==> src/rtl/risc16_uart_tx_pkg.sv <==
// ============================================================================
//  Module   : risc16_mmio_pkg
//  Brief    : Shared register offsets, status bit indices and the UART
//             transmitter state type for the risc16 MMIO UART slice.
//  Revision : 1.0  initial release
// ============================================================================
`default_nettype none

package risc16_mmio_pkg;

  // Register offsets, indexed by daddr[2:1]
  localparam logic [1:0] OFF_TXDATA  = 2'd0;
  localparam logic [1:0] OFF_STATUS  = 2'd1;
  localparam logic [1:0] OFF_DIVISOR = 2'd2;

  // STATUS register bit positions
  localparam int ST_FULL    = 0;
  localparam int ST_EMPTY   = 1;
  localparam int ST_BUSY    = 2;
  localparam int ST_OVF     = 3;
  localparam int ST_CNT_LSB = 8;

  typedef enum logic [1:0] {
    IDLE  = 2'd0,
    START = 2'd1,
    DATA  = 2'd2,
    STOP  = 2'd3
  } uart_state_t;

endpackage

`default_nettype wire

==> src/rtl/risc16_uart_tx_if.sv <==
// ============================================================================
//  Module   : risc16_uart_tx_if
//  Brief    : risc16 data-bus signals seen by a memory-mapped peripheral.
//             master = core side, slave = peripheral side.
//  Revision : 1.0  initial release
// ============================================================================
`default_nettype none

interface risc16_uart_tx_if;

  logic [15:0] daddr;
  logic [15:0] ddout;
  logic        doe;
  logic        dwe0;
  logic        dwe1;
  logic [15:0] rdata;
  logic        hit;

  modport master (
    output daddr, ddout, doe, dwe0, dwe1,
    input  rdata, hit
  );

  modport slave (
    input  daddr, ddout, doe, dwe0, dwe1,
    output rdata, hit
  );

endinterface

`default_nettype wire

==> src/rtl/risc16_uart_tx_sync_fifo.sv <==
// ============================================================================
//  Module   : sync_fifo
//  Brief    : Single-clock FIFO with first-word-fall-through output.
//             A push while full is dropped even if a pop happens in the
//             same cycle; a pop while empty is ignored.
//  Revision : 1.0  initial release
// ============================================================================
`default_nettype none

module sync_fifo #(
  parameter int WIDTH = 8,
  parameter int DEPTH = 4
) (
  input  wire logic                   clk,
  input  wire logic                   rst,
  input  wire logic                   push_i,
  input  wire logic                   pop_i,
  input  wire logic [WIDTH-1:0]       din_i,
  output logic      [WIDTH-1:0]       dout_o,
  output logic                        full_o,
  output logic                        empty_o,
  output logic      [$clog2(DEPTH):0] count_o
);

  localparam int AW = $clog2(DEPTH);
  localparam int CW = AW + 1;

  logic [WIDTH-1:0] mem_q [DEPTH];
  logic [AW-1:0]    wr_q;
  logic [AW-1:0]    rd_q;
  logic [CW-1:0]    cnt_q;
  logic             w_push_ok;
  logic             w_pop_ok;

  assign full_o    = (cnt_q == CW'(DEPTH));
  assign empty_o   = (cnt_q == '0);
  assign count_o   = cnt_q;
  assign dout_o    = mem_q[rd_q];
  assign w_push_ok = push_i & ~full_o;
  assign w_pop_ok  = pop_i & ~empty_o;

  // Storage array; contents need no reset since count gates visibility
  always_ff @(posedge clk) begin
    if (w_push_ok) begin
      mem_q[wr_q] <= din_i;
    end
  end

  // Pointers wrap naturally because DEPTH is a power of two
  always_ff @(posedge clk) begin
    if (rst) begin
      wr_q  <= '0;
      rd_q  <= '0;
      cnt_q <= '0;
    end else begin
      if (w_push_ok) wr_q <= wr_q + AW'(1);
      if (w_pop_ok)  rd_q <= rd_q + AW'(1);
      cnt_q <= cnt_q + CW'(w_push_ok) - CW'(w_pop_ok);
    end
  end

endmodule

`default_nettype wire

==> src/rtl/risc16_uart_tx.sv <==
// ============================================================================
//  Module   : risc16_uart_tx
//  Brief    : Memory-mapped 8N1 UART transmitter on the risc16 data bus.
//             Register decode, TX FIFO, baud divisor and bit-level FSM.
//  Revision : 1.0  initial release
// ============================================================================
`default_nettype none

module risc16_uart_tx
  import risc16_mmio_pkg::*;
#(
  parameter logic [15:0] BASE    = 16'hFF00,
  parameter int          DEPTH   = 4,
  parameter logic [15:0] DIV_RST = 16'd433
) (
  input  wire logic          clk,
  input  wire logic          rst,
  risc16_uart_tx_if.slave    bus,
  output logic               txd,
  output logic               tx_busy
);

  localparam int CW = $clog2(DEPTH) + 1;

  logic [1:0]    w_off;
  logic          w_hit;
  logic          w_push;
  logic          w_pop;
  logic          w_full;
  logic          w_empty;
  logic [7:0]    w_head;
  logic [CW-1:0] w_count;
  logic          w_ovf_set;
  logic          w_ovf_clr;
  logic [15:0]   w_status;
  logic [15:0]   w_rdata;
  logic          w_unused;

  logic [15:0]   divisor_q;
  logic          ovf_q;
  uart_state_t   state_q;
  logic          txd_q;
  logic [7:0]    shift_q;
  logic [2:0]    bit_q;
  logic [15:0]   baud_q;

  // Address decode: 8-byte window, word offset from daddr[2:1]
  assign w_off     = bus.daddr[2:1];
  assign w_hit     = (bus.daddr[15:3] == BASE[15:3]);
  assign w_push    = w_hit & (w_off == OFF_TXDATA) & bus.dwe1;
  assign w_pop     = (state_q == IDLE) & ~w_empty;
  assign w_ovf_set = w_push & w_full;
  assign w_ovf_clr = w_hit & (w_off == OFF_STATUS) & bus.dwe1 & bus.ddout[ST_OVF];
  assign w_unused  = bus.daddr[0];

  sync_fifo #(
    .WIDTH (8),
    .DEPTH (DEPTH)
  ) u_fifo (
    .clk     (clk),
    .rst     (rst),
    .push_i  (w_push),
    .pop_i   (w_pop),
    .din_i   (bus.ddout[7:0]),
    .dout_o  (w_head),
    .full_o  (w_full),
    .empty_o (w_empty),
    .count_o (w_count)
  );

  // STATUS word assembly and combinational read mux
  always_comb begin
    w_status                       = '0;
    w_status[ST_FULL]              = w_full;
    w_status[ST_EMPTY]             = w_empty;
    w_status[ST_BUSY]              = (state_q != IDLE);
    w_status[ST_OVF]               = ovf_q;
    w_status[ST_CNT_LSB +: 4]      = 4'(w_count);
    w_rdata                        = '0;
    if (w_hit && bus.doe) begin
      case (w_off)
        OFF_STATUS:  w_rdata = w_status;
        OFF_DIVISOR: w_rdata = divisor_q;
        default:     w_rdata = '0;
      endcase
    end
  end

  assign bus.rdata = w_rdata;
  assign bus.hit   = w_hit;
  assign txd       = txd_q;
  assign tx_busy   = (state_q != IDLE) | ~w_empty;

  // Control registers: sticky overflow (set beats clear) and byte-lane divisor
  always_ff @(posedge clk) begin
    if (rst) begin
      ovf_q     <= 1'b0;
      divisor_q <= DIV_RST;
    end else begin
      ovf_q <= w_ovf_set | (ovf_q & ~w_ovf_clr);
      if (w_hit && (w_off == OFF_DIVISOR) && bus.dwe0) divisor_q[15:8] <= bus.ddout[15:8];
      if (w_hit && (w_off == OFF_DIVISOR) && bus.dwe1) divisor_q[7:0]  <= bus.ddout[7:0];
    end
  end

  // Bit-level serialiser; the baud counter reloads from DIVISOR at each bit start
  always_ff @(posedge clk) begin
    if (rst) begin
      state_q <= IDLE;
      txd_q   <= 1'b1;
      shift_q <= '0;
      bit_q   <= '0;
      baud_q  <= '0;
    end else begin
      case (state_q)
        IDLE: begin
          txd_q <= 1'b1;
          if (!w_empty) begin
            shift_q <= w_head;
            baud_q  <= divisor_q;
            txd_q   <= 1'b0;
            state_q <= START;
          end
        end
        START: begin
          if (baud_q == 16'd0) begin
            baud_q  <= divisor_q;
            bit_q   <= 3'd0;
            txd_q   <= shift_q[0];
            state_q <= DATA;
          end else begin
            baud_q <= baud_q - 16'd1;
          end
        end
        DATA: begin
          if (baud_q == 16'd0) begin
            baud_q <= divisor_q;
            if (bit_q == 3'd7) begin
              txd_q   <= 1'b1;
              state_q <= STOP;
            end else begin
              bit_q   <= bit_q + 3'd1;
              shift_q <= {1'b0, shift_q[7:1]};
              txd_q   <= shift_q[1];
            end
          end else begin
            baud_q <= baud_q - 16'd1;
          end
        end
        STOP: begin
          txd_q <= 1'b1;
          if (baud_q == 16'd0) begin
            state_q <= IDLE;
          end else begin
            baud_q <= baud_q - 16'd1;
          end
        end
        default: begin
          state_q <= IDLE;
          txd_q   <= 1'b1;
        end
      endcase
    end
  end

endmodule

`default_nettype wire

==> src/flat_wrapper.sv <==
// flat-port wrapper written by rule: the top's interface ports become plain ports
module risc16_uart_tx_flat import risc16_mmio_pkg::*;
#(
  parameter logic [15:0] BASE    = 16'hFF00,
  parameter int          DEPTH   = 4,
  parameter logic [15:0] DIV_RST = 16'd433
)
  (clk, rst, txd, tx_busy, bus_daddr, bus_ddout, bus_doe, bus_dwe0, bus_dwe1, bus_rdata, bus_hit);
  risc16_uart_tx_if bus_i ();
  input  wire logic clk;
  input  wire logic rst;
  output logic txd;
  output logic tx_busy;
  input wire logic [$bits(bus_i.daddr)-1:0] bus_daddr;
  input wire logic [$bits(bus_i.ddout)-1:0] bus_ddout;
  input wire logic [$bits(bus_i.doe)-1:0] bus_doe;
  input wire logic [$bits(bus_i.dwe0)-1:0] bus_dwe0;
  input wire logic [$bits(bus_i.dwe1)-1:0] bus_dwe1;
  output wire logic [$bits(bus_i.rdata)-1:0] bus_rdata;
  output wire logic [$bits(bus_i.hit)-1:0] bus_hit;
  assign bus_i.daddr = bus_daddr;
  assign bus_i.ddout = bus_ddout;
  assign bus_i.doe = bus_doe;
  assign bus_i.dwe0 = bus_dwe0;
  assign bus_i.dwe1 = bus_dwe1;
  assign bus_rdata = bus_i.rdata;
  assign bus_hit = bus_i.hit;
  risc16_uart_tx #(.BASE(BASE), .DEPTH(DEPTH), .DIV_RST(DIV_RST)) u_core (.clk(clk), .rst(rst), .bus(bus_i), .txd(txd), .tx_busy(tx_busy));
endmodule
==> config.mk <==
export PLATFORM = sky130hd
export DESIGN_NAME = risc16_uart_tx_flat
export DESIGN_NICKNAME = d
export VERILOG_FILES = /design/src/rtl/risc16_uart_tx_pkg.sv /design/src/rtl/risc16_uart_tx_if.sv /design/src/rtl/risc16_uart_tx_sync_fifo.sv /design/src/rtl/risc16_uart_tx.sv /design/src/flat_wrapper.sv
export SDC_FILE = /design/constraint.sdc
export NUM_CORES = 1
export LEC_CHECK = 0
export ABC_AREA = 0
export BUFFER_PORTS_ARGS = -buffer_cell sky130_fd_sc_hd__buf_2
export CAP_MARGIN = 0
export CORE_UTILIZATION = 58
export DETAILED_ROUTE_END_ITERATION = 7
export GPL_TIMING_DRIVEN = 0
export PLACE_DENSITY = 0.8
export SLEW_MARGIN = 10
export SYNTH_ARGS = -nofsm -noshare
export SYNTH_HDL_FRONTEND = slang
export SYNTH_SLANG_ARGS = --single-unit
==> constraint.sdc <==
create_clock -name clk -period 3.8 [get_ports clk]
set_clock_uncertainty 0.15 [all_clocks]
set_input_delay 0.57 -clock clk [delete_from_list [all_inputs] [get_ports clk]]
set_output_delay 0.57 -clock clk [all_outputs]
set_load 0.02 [all_outputs]
==> reports/qor.txt, run 1 <==
Slowest cell on crit path: sky130_fd_sc_hd__or4_1
Kind of cell with the highest combined delay on the critical path: simple AND/OR/NAND/NOR gates
Areal power density over the cells: 649 mW/mm²
Capture point of the worst reg-to-reg path: u_core.baud_q[0]
Cts repair resizes: 0
Die width: 88.5 µm
Arrival time at the worst endpoint: 3520 ps
CTS HTree Levels: 3
Cell depth of the worst setup path: 13
Highest Clock Rate: 292 MHz
Number of antenna violations at the first check in global routing: 0
Largest fanout of any net on the critical path: 10
Critical path start-end classification: primary input to register
Net Count, Synth: 487
Crit path from: bus_daddr[4]
Worst r2r src: u_core.state_q[0]
Termination of the worst setup path: u_core.u_fifo.count_o[2]
Detailed-routing iteration count for the pre-antenna-repair pass: 6
Post-detailed-routing wire length: 10,100 µm
Post-synth top area cell: sky130_fd_sc_hd__dfxtp_1
Max-slew violation count: 0
Min setup slack post-route: 370 ps
Vertical extent of the die: 88.5 µm
Area of the core: 0.00725 mm²
Fraction of final layout cells with drive strength greater than 1: 19.3%
Minimum setup slack among reg-to-reg paths: 890 ps
Vias in the first global route: 3,293
Global-route wire length before repair: 16,200 µm
Number of cells on the worst reg-to-reg path: 9
Total overflow reported by the global router: 0
Root cell of the clock tree: sky130_fd_sc_hd__clkbuf_8
CTS buffer count: 9
Worst path max stage delay: 570 ps
Multi-input logic area: 0.00205 mm²
Total Die Area: 0.00784 mm²
Synth warn: 0
Setup crit start kind: primary input
Post-Place Setup Slack: -8.28 ps
Proportion of register bits with asynchronous set or reset after synthesis: 0%
Number of clock sinks: 88
Avg Inst Size Synth: 10.0 µm²
Most frequently used cell type in the post-synthesis netlist: sky130_fd_sc_hd__dfxtp_1
Total cell area at the placement stage: 0.00474 mm²
Starting density of the core: 59.9%
Worst hold path type: primary input to register
Data required time of the worst path: 3890 ps
Sum of negative setup slack: 0 ps
Proportion of netlist area held by the largest area contributor: 25.8%
Syn-to-layout area delta: 13.7%
Leading post-synthesis cells by cell area: sky130_fd_sc_hd__dfxtp_1, sky130_fd_sc_hd__edfxtp_1, sky130_fd_sc_hd__ha_1
Tmin final: 3430 ps
Clock latency of the later-clocked register in the worst-skew pair: 360 ps
Flip-flop cell with the highest count after synthesis: sky130_fd_sc_hd__dfxtp_1
Via count of the routed design: 3,677
Highest ir drop seen on vdd: 0.273 mV
RSZ-0062 raised after global routing: no
Cell area after layout: 0.00494 mm²
Worst setup EP type: register
Number of distinct standard cells referenced by the synthesized netlist: 62
Number of nets in the final layout: 552
Maximum number of buffers from clock root to sink: 2
Post-route DRC violation count: 0
Slew @ Worst Pin: 812 ps
Worst slew margin relative to its limit: 45.4%
Summed instance area of the synthesized netlist: 0.00434 mm²
Max-cap violations: 0
Top-Level Pins: 56
Average via count per standard cell: 6.11
Synthesized netlist cell count: 433
Overall power: 3.20 mW
Number of buffers added to fix hold violations after cts: 0
EDFF count, synth: 32
Maximum number of pins on one net before global-route repair: 17
Row count: 31
Total routing usage reported by global routing: 27.7%
Buffers & Inverters on Critical Path: 3
Starting DRT DRC Count: 305
Critical path, cell by cell: buf_2, or4_1, nor4_4, nand3_1, nor2_1, inv_2, ha_1, inv_1, ha_1, fa_1, xnor2_1, xnor2_1, nor2_1
Leakage Power: 1.89 nW
Setup repair bufs after CTS: 0
Clock-pin slew of the registers on the worst-case setup and hold paths: 90 ps
Setup-violating endpoint count in the final report: 0
Final hold violation count: 0
Register area share after synthesis: 47.9%
Footprint of the flip-flops and latches: 0.00208 mm²
Leading post-synthesis cells by instance count: sky130_fd_sc_hd__dfxtp_1, sky130_fd_sc_hd__nand2_1, sky130_fd_sc_hd__nor2_1, sky130_fd_sc_hd__edfxtp_1, sky130_fd_sc_hd__inv_1
Number of synthesized register bits: 88
CTS tree: built
Input/output buffers: 54
Detail-routed net length per standard cell: 16.9 µm
Gpl congestion: 0.914
Count of nets left with antenna violations after detail routing: 0
Period utilization: 90.3%
# diodes: 0
Status: complete, no violations
Fillcell total: 581
Post-detail-place hpwl: 7310 µm
## registers in the layout, summed over array words and instances, names as in the netlist, named ones only
name and cells:
u_core.ovf_q 1, u_core.bit_q 3, u_core.u_fifo.count_o 3, u_core.u_fifo.rd_q 2, u_core.divisor_q 16, u_core.txd 1
u_core.u_fifo.wr_q 2, u_core.shift_q 8, u_core.state_q 2, u_core.u_fifo.mem_q 32, u_core.baud_q 16
## cell type report
cell class,count,area share [%]
Tap cell,99,2.51
Sequential cell,88,42.2
Timing Repair Buffer,54,5.47
Clock inverter,7,1.55
Inverter,23,1.75
Buffer,28,2.58
Clock buffer,9,2.51
Multi-Input combinational cell,294,41.5
## layout by cell type, fill, tap and decap left out, types with 3 or more instances in the layout
cell type,count
sky130_fd_sc_hd__clkbuf_1,18
sky130_fd_sc_hd__and2_1,13
sky130_fd_sc_hd__dfxtp_1,56
sky130_fd_sc_hd__o32ai_1,5
sky130_fd_sc_hd__nor2_1,35
sky130_fd_sc_hd__o21ai_0,11
sky130_fd_sc_hd__inv_1,22
sky130_fd_sc_hd__edfxtp_1,32
sky130_fd_sc_hd__a22o_1,3
sky130_fd_sc_hd__a32o_1,3
sky130_fd_sc_hd__a221oi_1,3
sky130_fd_sc_hd__nand2_1,48
sky130_fd_sc_hd__a21oi_1,21
sky130_fd_sc_hd__mux4_2,8
sky130_fd_sc_hd__nand4_1,6
sky130_fd_sc_hd__nand3_1,17
sky130_fd_sc_hd__clkbuf_8,9
sky130_fd_sc_hd__nor3_1,8
sky130_fd_sc_hd__xnor2_1,5
sky130_fd_sc_hd__inv_6,3
sky130_fd_sc_hd__nor4_1,7
sky130_fd_sc_hd__a22oi_1,8
sky130_fd_sc_hd__a211oi_1,8
sky130_fd_sc_hd__and3_1,5
sky130_fd_sc_hd__a32oi_1,5
sky130_fd_sc_hd__ha_1,16
sky130_fd_sc_hd__o2bb2ai_1,3
sky130_fd_sc_hd__buf_2,60
sky130_fd_sc_hd__mux2i_1,11
## stage by stage
stage / util [%] / std cells / hold WS, ps
6_report: 68.1 / 602 / 270
5_1_grt: 68.1 / 602 / 279
2_1_floorplan: - / 433 / 282
3_5_place_dp: 65.3 / 586 / 303
3_3_place_gp: 65.3 / 586 / 292
4_1_cts: 68.1 / 602 / 269
## cells by family after synthesis
group                    count (synthesis)  synth area share (%)
AND/OR/NAND/NOR                        156                  18.1
AO/OA/AOI/OAI                           94                  15.6
flip-flops                              88                  47.9
buffers and inverters                   51                  4.93
multiplexers                            20                  6.94
adder cells (fa/ha/maj)                 17                  5.07
XOR/XNOR                                 7                  1.41
## power breakdown
group,switching [mW],total (mW),internal [mW]
Combinational,0.799,1.34,0.544
Clock,0.361,0.671,0.310
Sequential,0.0996,1.19,1.09
Total,1.26,3.20,1.94
## worst min path at each step
| stage | startpoint | endpoint | slack [ps] | cells past startpoint |
|---|---|---|---|---|
| floorplan | u_core.ovf_q | u_core.ovf_q | 280 | 2 |
| global placement | u_core.ovf_q | u_core.ovf_q | 290 | 2 |
| detailed placement | u_core.ovf_q | u_core.ovf_q | 300 | 2 |
| CTS | bus_ddout[8] | u_core.divisor_q[8] | 270 | 3 |
| global route | bus_ddout[8] | u_core.divisor_q[8] | 280 | 3 |
| finish | bus_ddout[8] | u_core.divisor_q[8] | 270 | 3 |
## routing by layer
metal | part of all wire [%] | vias to the layer above | global-route usage, %
met5 | 0 | - | 0
met4 | 1.6 | 0 | 8.36
met3 | 8.5 | 20 | 4.10
met2 | 47 | 175 | 43.6
met1 | 43 | 1754 | 39.8
li1 | - | 1728 | -
## worst reg2reg max path: stages (launching register included)
cell	delay, ps
sky130_fd_sc_hd__dfxtp_1	370
sky130_fd_sc_hd__inv_1	90
sky130_fd_sc_hd__ha_1	280
sky130_fd_sc_hd__clkbuf_1	400
sky130_fd_sc_hd__nor2_1	130
sky130_fd_sc_hd__nor2_1	300
sky130_fd_sc_hd__a21boi_1	280
sky130_fd_sc_hd__clkbuf_1	430
sky130_fd_sc_hd__a221oi_1	150
sky130_fd_sc_hd__a211oi_1	250
Power figures use the tool's default switching activity.
==> run 2: changes to the inputs <==
CORE_UTILIZATION = 59   (was 58)
PLACE_DENSITY = 0.81   (was 0.8)
clock period = 3.95 ns   (was 3.8 ns; I/O delays follow)
==> run 2 against run 1 <==
  * Utilization grew 3.0 points
  * Sequential share of layout area is essentially flat
  * Register-to-register slack gained 130 ps
  * Largest cell class unchanged
  * Highest routed layer unchanged
==> reports/qor.txt, run 2 (synthesized netlist as in run 1, its figures left out) <==
Global-route wire length before repair: 16,500 µm
Detail-routed net length per standard cell: 17.1 µm
Combinational cell fraction of total power: 42.2%
Hold Slack: 305 ps
Largest Register: u_core.u_fifo.mem_q
Vias in the first global route: 3,379
Via count of the routed design: 3,638
Input/output buffers: 54
# diodes: 0
Vertical extent of the die: 87.8 µm
Clock latency of the later-clocked register in the worst-skew pair: 360 ps
Highest Clock Rate: 289 MHz
Root cell of the clock tree: sky130_fd_sc_hd__clkbuf_8
CTS HTree Levels: 3
Maximum number of pins on one net before global-route repair: 18
Count of nets left with antenna violations after detail routing: 0
Setup repair bufs after CTS: 0
Number of buffers added to fix hold violations after cts: 0
Largest fanout of any net on the critical path: 10
Row count: 30
Setup crit start kind: primary input
Arrival time at the worst endpoint: 3540 ps
Period utilization: 87.5%
Detailed-routing iteration count for the pre-antenna-repair pass: 5
CTS buffer count: 9
Fraction of final layout cells with drive strength greater than 1: 19.1%
Post-Place Setup Slack: 110 ps
Sum of negative setup slack: 0 ps
Cts repair resizes: 0
Max-cap violations: 0
Post-route DRC violation count: 0
Number of nets in the final layout: 552
Tmin final: 3460 ps
Footprint of the flip-flops and latches: 0.00208 mm²
Total Die Area: 0.00771 mm²
Syn-to-layout area delta: 13.7%
CTS tree: built
Commonest cells after routing, fill and taps aside: sky130_fd_sc_hd__buf_2, sky130_fd_sc_hd__dfxtp_1, sky130_fd_sc_hd__nand2_1
Slew @ Worst Pin: 748 ps
Total overflow reported by the global router: 0
Status: complete, no violations
Worst slew margin relative to its limit: 49.7%
Total routing usage reported by global routing: 28.4%
Post-detail-place hpwl: 7510 µm
Clock group share of total power: 20.8%
Starting density of the core: 62.5%
Number of clock sinks: 88
Average via count per standard cell: 6.07
Leakage Power: 1.89 nW
Max reg flops: 32
Number of antenna violations at the first check in global routing: 0
Data required time of the worst path: 4030 ps
Most frequent standard cell in the layout excluding fill and tap cells: sky130_fd_sc_hd__buf_2
Total internal power: 1.88 mW
Max-slew violation count: 0
Die width: 87.8 µm
Reg power frac: 37.1%
Area of the core: 0.00694 mm²
Switching component of the power: 1.23 mW
Post-detailed-routing wire length: 10,200 µm
Gpl congestion: 0.902
Highest ir drop seen on vdd: 0.246 mV
Final hold violation count: 0
Registers with the most flip-flops: u_core.u_fifo.mem_q (32), u_core.baud_q (16), u_core.divisor_q (16)
Maximum number of buffers from clock root to sink: 2
Top-Level Pins: 56
Clock-pin slew of the registers on the worst-case setup and hold paths: 90 ps
Worst setup EP type: register
Overall power: 3.11 mW
Worst hold path type: primary input to register
Fillcell total: 522
Setup-violating endpoint count in the final report: 0
Areal power density over the cells: 629 mW/mm²
Starting DRT DRC Count: 351
Sw Share: 39.5%
RSZ-0062 raised after global routing: no
Min setup slack post-route: 494 ps
Multi-input logic area: 0.00205 mm²
Critical path start-end classification: primary input to register
run 2: cell count changes in the layout (fill, tap and decap cells not counted), sizes merged:
cell | previous run | this run
clkbuf | 27 | 28
inv | 26 | 27
clkinv | 1 | 0
clkinvlp | 2 | 1
run 2: power by group through the flow:
| stage | Sequential, mW | Combinational (mW) | Clock (mW) |
|---|---|---|---|
| global placement | 1.16 | 1.22 | 0 |
| finish | 1.15 | 1.31 | 0.645 |
| CTS | 1.15 | 1.28 | 0.646 |
| global route | 1.16 | 1.44 | 0.685 |
| detailed placement | 1.17 | 1.28 | 0 |
| floorplan | 1.14 | 0.984 | 0 |
run 2: critical path, cell delays in order:
cell and delay [ps]:
sky130_fd_sc_hd__buf_2 90, sky130_fd_sc_hd__or4_1 570, sky130_fd_sc_hd__nor4_4 500, sky130_fd_sc_hd__nand3_1 130, sky130_fd_sc_hd__nor2_1 240, sky130_fd_sc_hd__inv_2 100, sky130_fd_sc_hd__ha_1 300, sky130_fd_sc_hd__inv_1 50
sky130_fd_sc_hd__ha_1 180, sky130_fd_sc_hd__fa_1 380, sky130_fd_sc_hd__xnor2_1 200, sky130_fd_sc_hd__xnor2_1 140, sky130_fd_sc_hd__nor2_1 50
run 2: final timing paths:
| check | depth (start not counted) | slack [ps] | from | end |
|---|---|---|---|---|
| worst max register to register | 8 | 1020 | u_core.baud_q[0] | u_core.baud_q[11] |
| worst min-delay path | 3 | 310 | bus_ddout[8] | u_core.divisor_q[8] |
| worst min register to register | 2 | 310 | u_core.ovf_q | u_core.ovf_q |
| worst max-delay path | 13 | 490 | bus_daddr[4] | u_core.u_fifo.count_o[2] |
run 2: area by class of cell:
class	instances	area share, %
clock buffers	10	2.59
multi-input cells	294	41.5
flip-flops and latches	88	42.2
plain buffers	28	2.59
repair buffers	54	5.48
inverters	23	1.75
well taps	96	2.43
clock inverters	6	1.52
run 2: through the flow:
step | instance area [µm²] | cells | util, %
detailed placement | 4730 | 583 | 68.2
CTS | 4940 | 599 | 71.1
global placement | 4730 | 583 | 68.2
global route | 4940 | 599 | 71.1
floorplan | 4340 | 433 | -
finish | 4940 | 599 | 71.1
run 2: routing by layer:
metal	vias up	part of all wire (%)	global-route usage (%)
met5	-	0	0
met1	1746	43	39.8
met2	156	49	46.1
li1	1726	-	-
met4	0	0.94	7.15
met3	10	7.2	4.90
==> run 3: changes to the inputs <==
CELL_PAD_IN_SITES_DETAIL_PLACEMENT = 1   (was unset)
CELL_PAD_IN_SITES_GLOBAL_PLACEMENT = 2   (was unset)
CORE_UTILIZATION = 40   (was 59)
CTS_CLUSTER_SIZE = 14   (was unset)
PLACE_DENSITY = unset   (was 0.81)
PLACE_DENSITY_LB_ADDON = 0.1   (was unset)
==> run 3 against run 2 <==
  * Clock power shrank 14%
  * Critical path depth did not move
  * Combinational power about the same
  * Clock-buffer cell count increased by 1
  * First-iteration DRC count decreased by 50%
  * Register-to-register slack worse by 150 ps
  * Largest power group unchanged
==> reports/qor.txt, run 3 (synthesized netlist as in run 1, its figures left out) <==
Status: complete, no violations
Arrival time at the worst endpoint: 3610 ps
Min setup slack post-route: 424 ps
Cts repair resizes: 0
Input/output buffers: 54
Total routing usage reported by global routing: 21.8%
Number of cells on the worst reg-to-reg path: 8
Maximum number of pins on one net before global-route repair: 15
CTS HTree Levels: 3
Combinational cell fraction of total power: 43.7%
# diodes: 0
Count of nets left with antenna violations after detail routing: 0
Post-route DRC violation count: 0
Registers with the most flip-flops: u_core.u_fifo.mem_q (32), u_core.baud_q (16), u_core.divisor_q (16)
Setup-violating endpoint count in the final report: 0
Starting DRT DRC Count: 176
Commonest cells after routing, fill and taps aside: sky130_fd_sc_hd__buf_2, sky130_fd_sc_hd__dfxtp_1, sky130_fd_sc_hd__nand2_1
Leakage Power: 1.88 nW
Vias in the first global route: 3,523
Worst setup EP type: register
Highest Clock Rate: 284 MHz
Gpl congestion: 0.797
CTS buffer count: 9
Global-route wire length before repair: 18,700 µm
Clock group share of total power: 18.4%
RSZ-0062 raised after global routing: no
Average via count per standard cell: 5.55
Total internal power: 1.80 mW
Total overflow reported by the global router: 0
Number of nets in the final layout: 552
Total Die Area: 0.0113 mm²
Post-Place Setup Slack: 14.4 ps
Areal power density over the cells: 613 mW/mm²
Vertical extent of the die: 106 µm
Switching component of the power: 1.23 mW
Sum of negative setup slack: 0 ps
Number of clock sinks: 88
Largest Register: u_core.u_fifo.mem_q
Setup repair bufs after CTS: 0
Starting density of the core: 41.7%
Detail-routed net length per standard cell: 18.1 µm
Post-detailed-routing wire length: 11,600 µm
Number of antenna violations at the first check in global routing: 0
Max-slew violation count: 0
Max reg flops: 32
Maximum number of buffers from clock root to sink: 2
Setup crit start kind: primary input
Largest fanout of any net on the critical path: 10
Row count: 37
Root cell of the clock tree: sky130_fd_sc_hd__clkbuf_8
Via count of the routed design: 3,549
Worst hold path depth: 2
Die width: 106 µm
Critical path start-end classification: primary input to register
Highest ir drop seen on vdd: 0.175 mV
Syn-to-layout area delta: 13.9%
Data required time of the worst path: 4030 ps
Final hold violation count: 0
Detailed-routing iteration count for the pre-antenna-repair pass: 4
Reg power frac: 37.9%
Clock latency of the later-clocked register in the worst-skew pair: 360 ps
Hold Slack: 310 ps
Tmin final: 3530 ps
Overall power: 3.03 mW
Period utilization: 89.3%
Fraction of final layout cells with drive strength greater than 1: 18.7%
CTS tree: built
Sw Share: 40.6%
Slew @ Worst Pin: 855 ps
Clock-pin slew of the registers on the worst-case setup and hold paths: 80 ps
Top-Level Pins: 56
Post-detail-place hpwl: 8860 µm
Most frequent standard cell in the layout excluding fill and tap cells: sky130_fd_sc_hd__buf_2
Fillcell total: 1,230
Area of the core: 0.0104 mm²
Worst hold path type: register to register
Max-cap violations: 0
Number of buffers added to fix hold violations after cts: 0
Worst slew margin relative to its limit: 42.5%
-- run 3: cell type report --
| type | count | area [µm²] | share of cell area [%] |
|---|---|---|---|
| multi-input cells | 294 | 2050 | 41.4 |
| well taps | 136 | 170 | 3.44 |
| clock inverters | 5 | 33.8 | 0.683 |
| flip-flops and latches | 88 | 2080 | 42.1 |
| repair buffers | 54 | 270 | 5.46 |
| clock buffers | 11 | 131 | 2.65 |
| inverters | 23 | 86.3 | 1.74 |
| plain buffers | 28 | 128 | 2.58 |
-- run 3: path summary, 6_finish.rpt --
check                        start                       end  slack, ps
setup reg to reg  u_core.baud_q[0]         u_core.baud_q[14]        870
hold reg to reg       u_core.ovf_q              u_core.ovf_q        310
setup / recovery      bus_daddr[4]  u_core.u_fifo.count_o[2]        420
hold / removal        u_core.ovf_q              u_core.ovf_q        310
-- run 3: critical path, stage by stage --
cell	delay, ps
sky130_fd_sc_hd__buf_2	90
sky130_fd_sc_hd__or4_1	570
sky130_fd_sc_hd__nor4_4	510
sky130_fd_sc_hd__nand3_1	130
sky130_fd_sc_hd__nor2_1	280
sky130_fd_sc_hd__inv_2	120
sky130_fd_sc_hd__ha_1	300
sky130_fd_sc_hd__inv_1	40
sky130_fd_sc_hd__ha_1	180
sky130_fd_sc_hd__fa_1	380
sky130_fd_sc_hd__xnor2_1	220
sky130_fd_sc_hd__xnor2_1	150
sky130_fd_sc_hd__nor2_1	50
-- run 3: per-layer routing --
layer / track usage [%] / vias to the layer above / part of all wire [%]
li1: - / 1727 / -
met1: 31.8 / 1741 / 51
met2: 33.0 / 71 / 45
met3: 3.56 / 10 / 3.2
met4: 6.94 / 0 / 1.1
met5: 0 / - / 0
-- run 3: power by group through the flow --
stage                     clock network, mW  registers, mW  logic [mW]
final                                 0.557           1.15        1.33
after global routing                  0.603           1.16        1.48
after CTS                             0.571           1.15        1.32
after detailed placement                  0           1.17        1.32
after global placement                    0           1.16        1.28
after floorplan                           0           1.14       0.984
-- run 3: metrics by stage --
step / cells / instance area, µm² / utilization, %
floorplan: 433 / 4340 / -
global placement: 623 / 4780 / 45.9
detailed placement: 623 / 4780 / 45.9
CTS: 639 / 4950 / 47.5
global route: 639 / 4950 / 47.5
finish: 639 / 4950 / 47.5
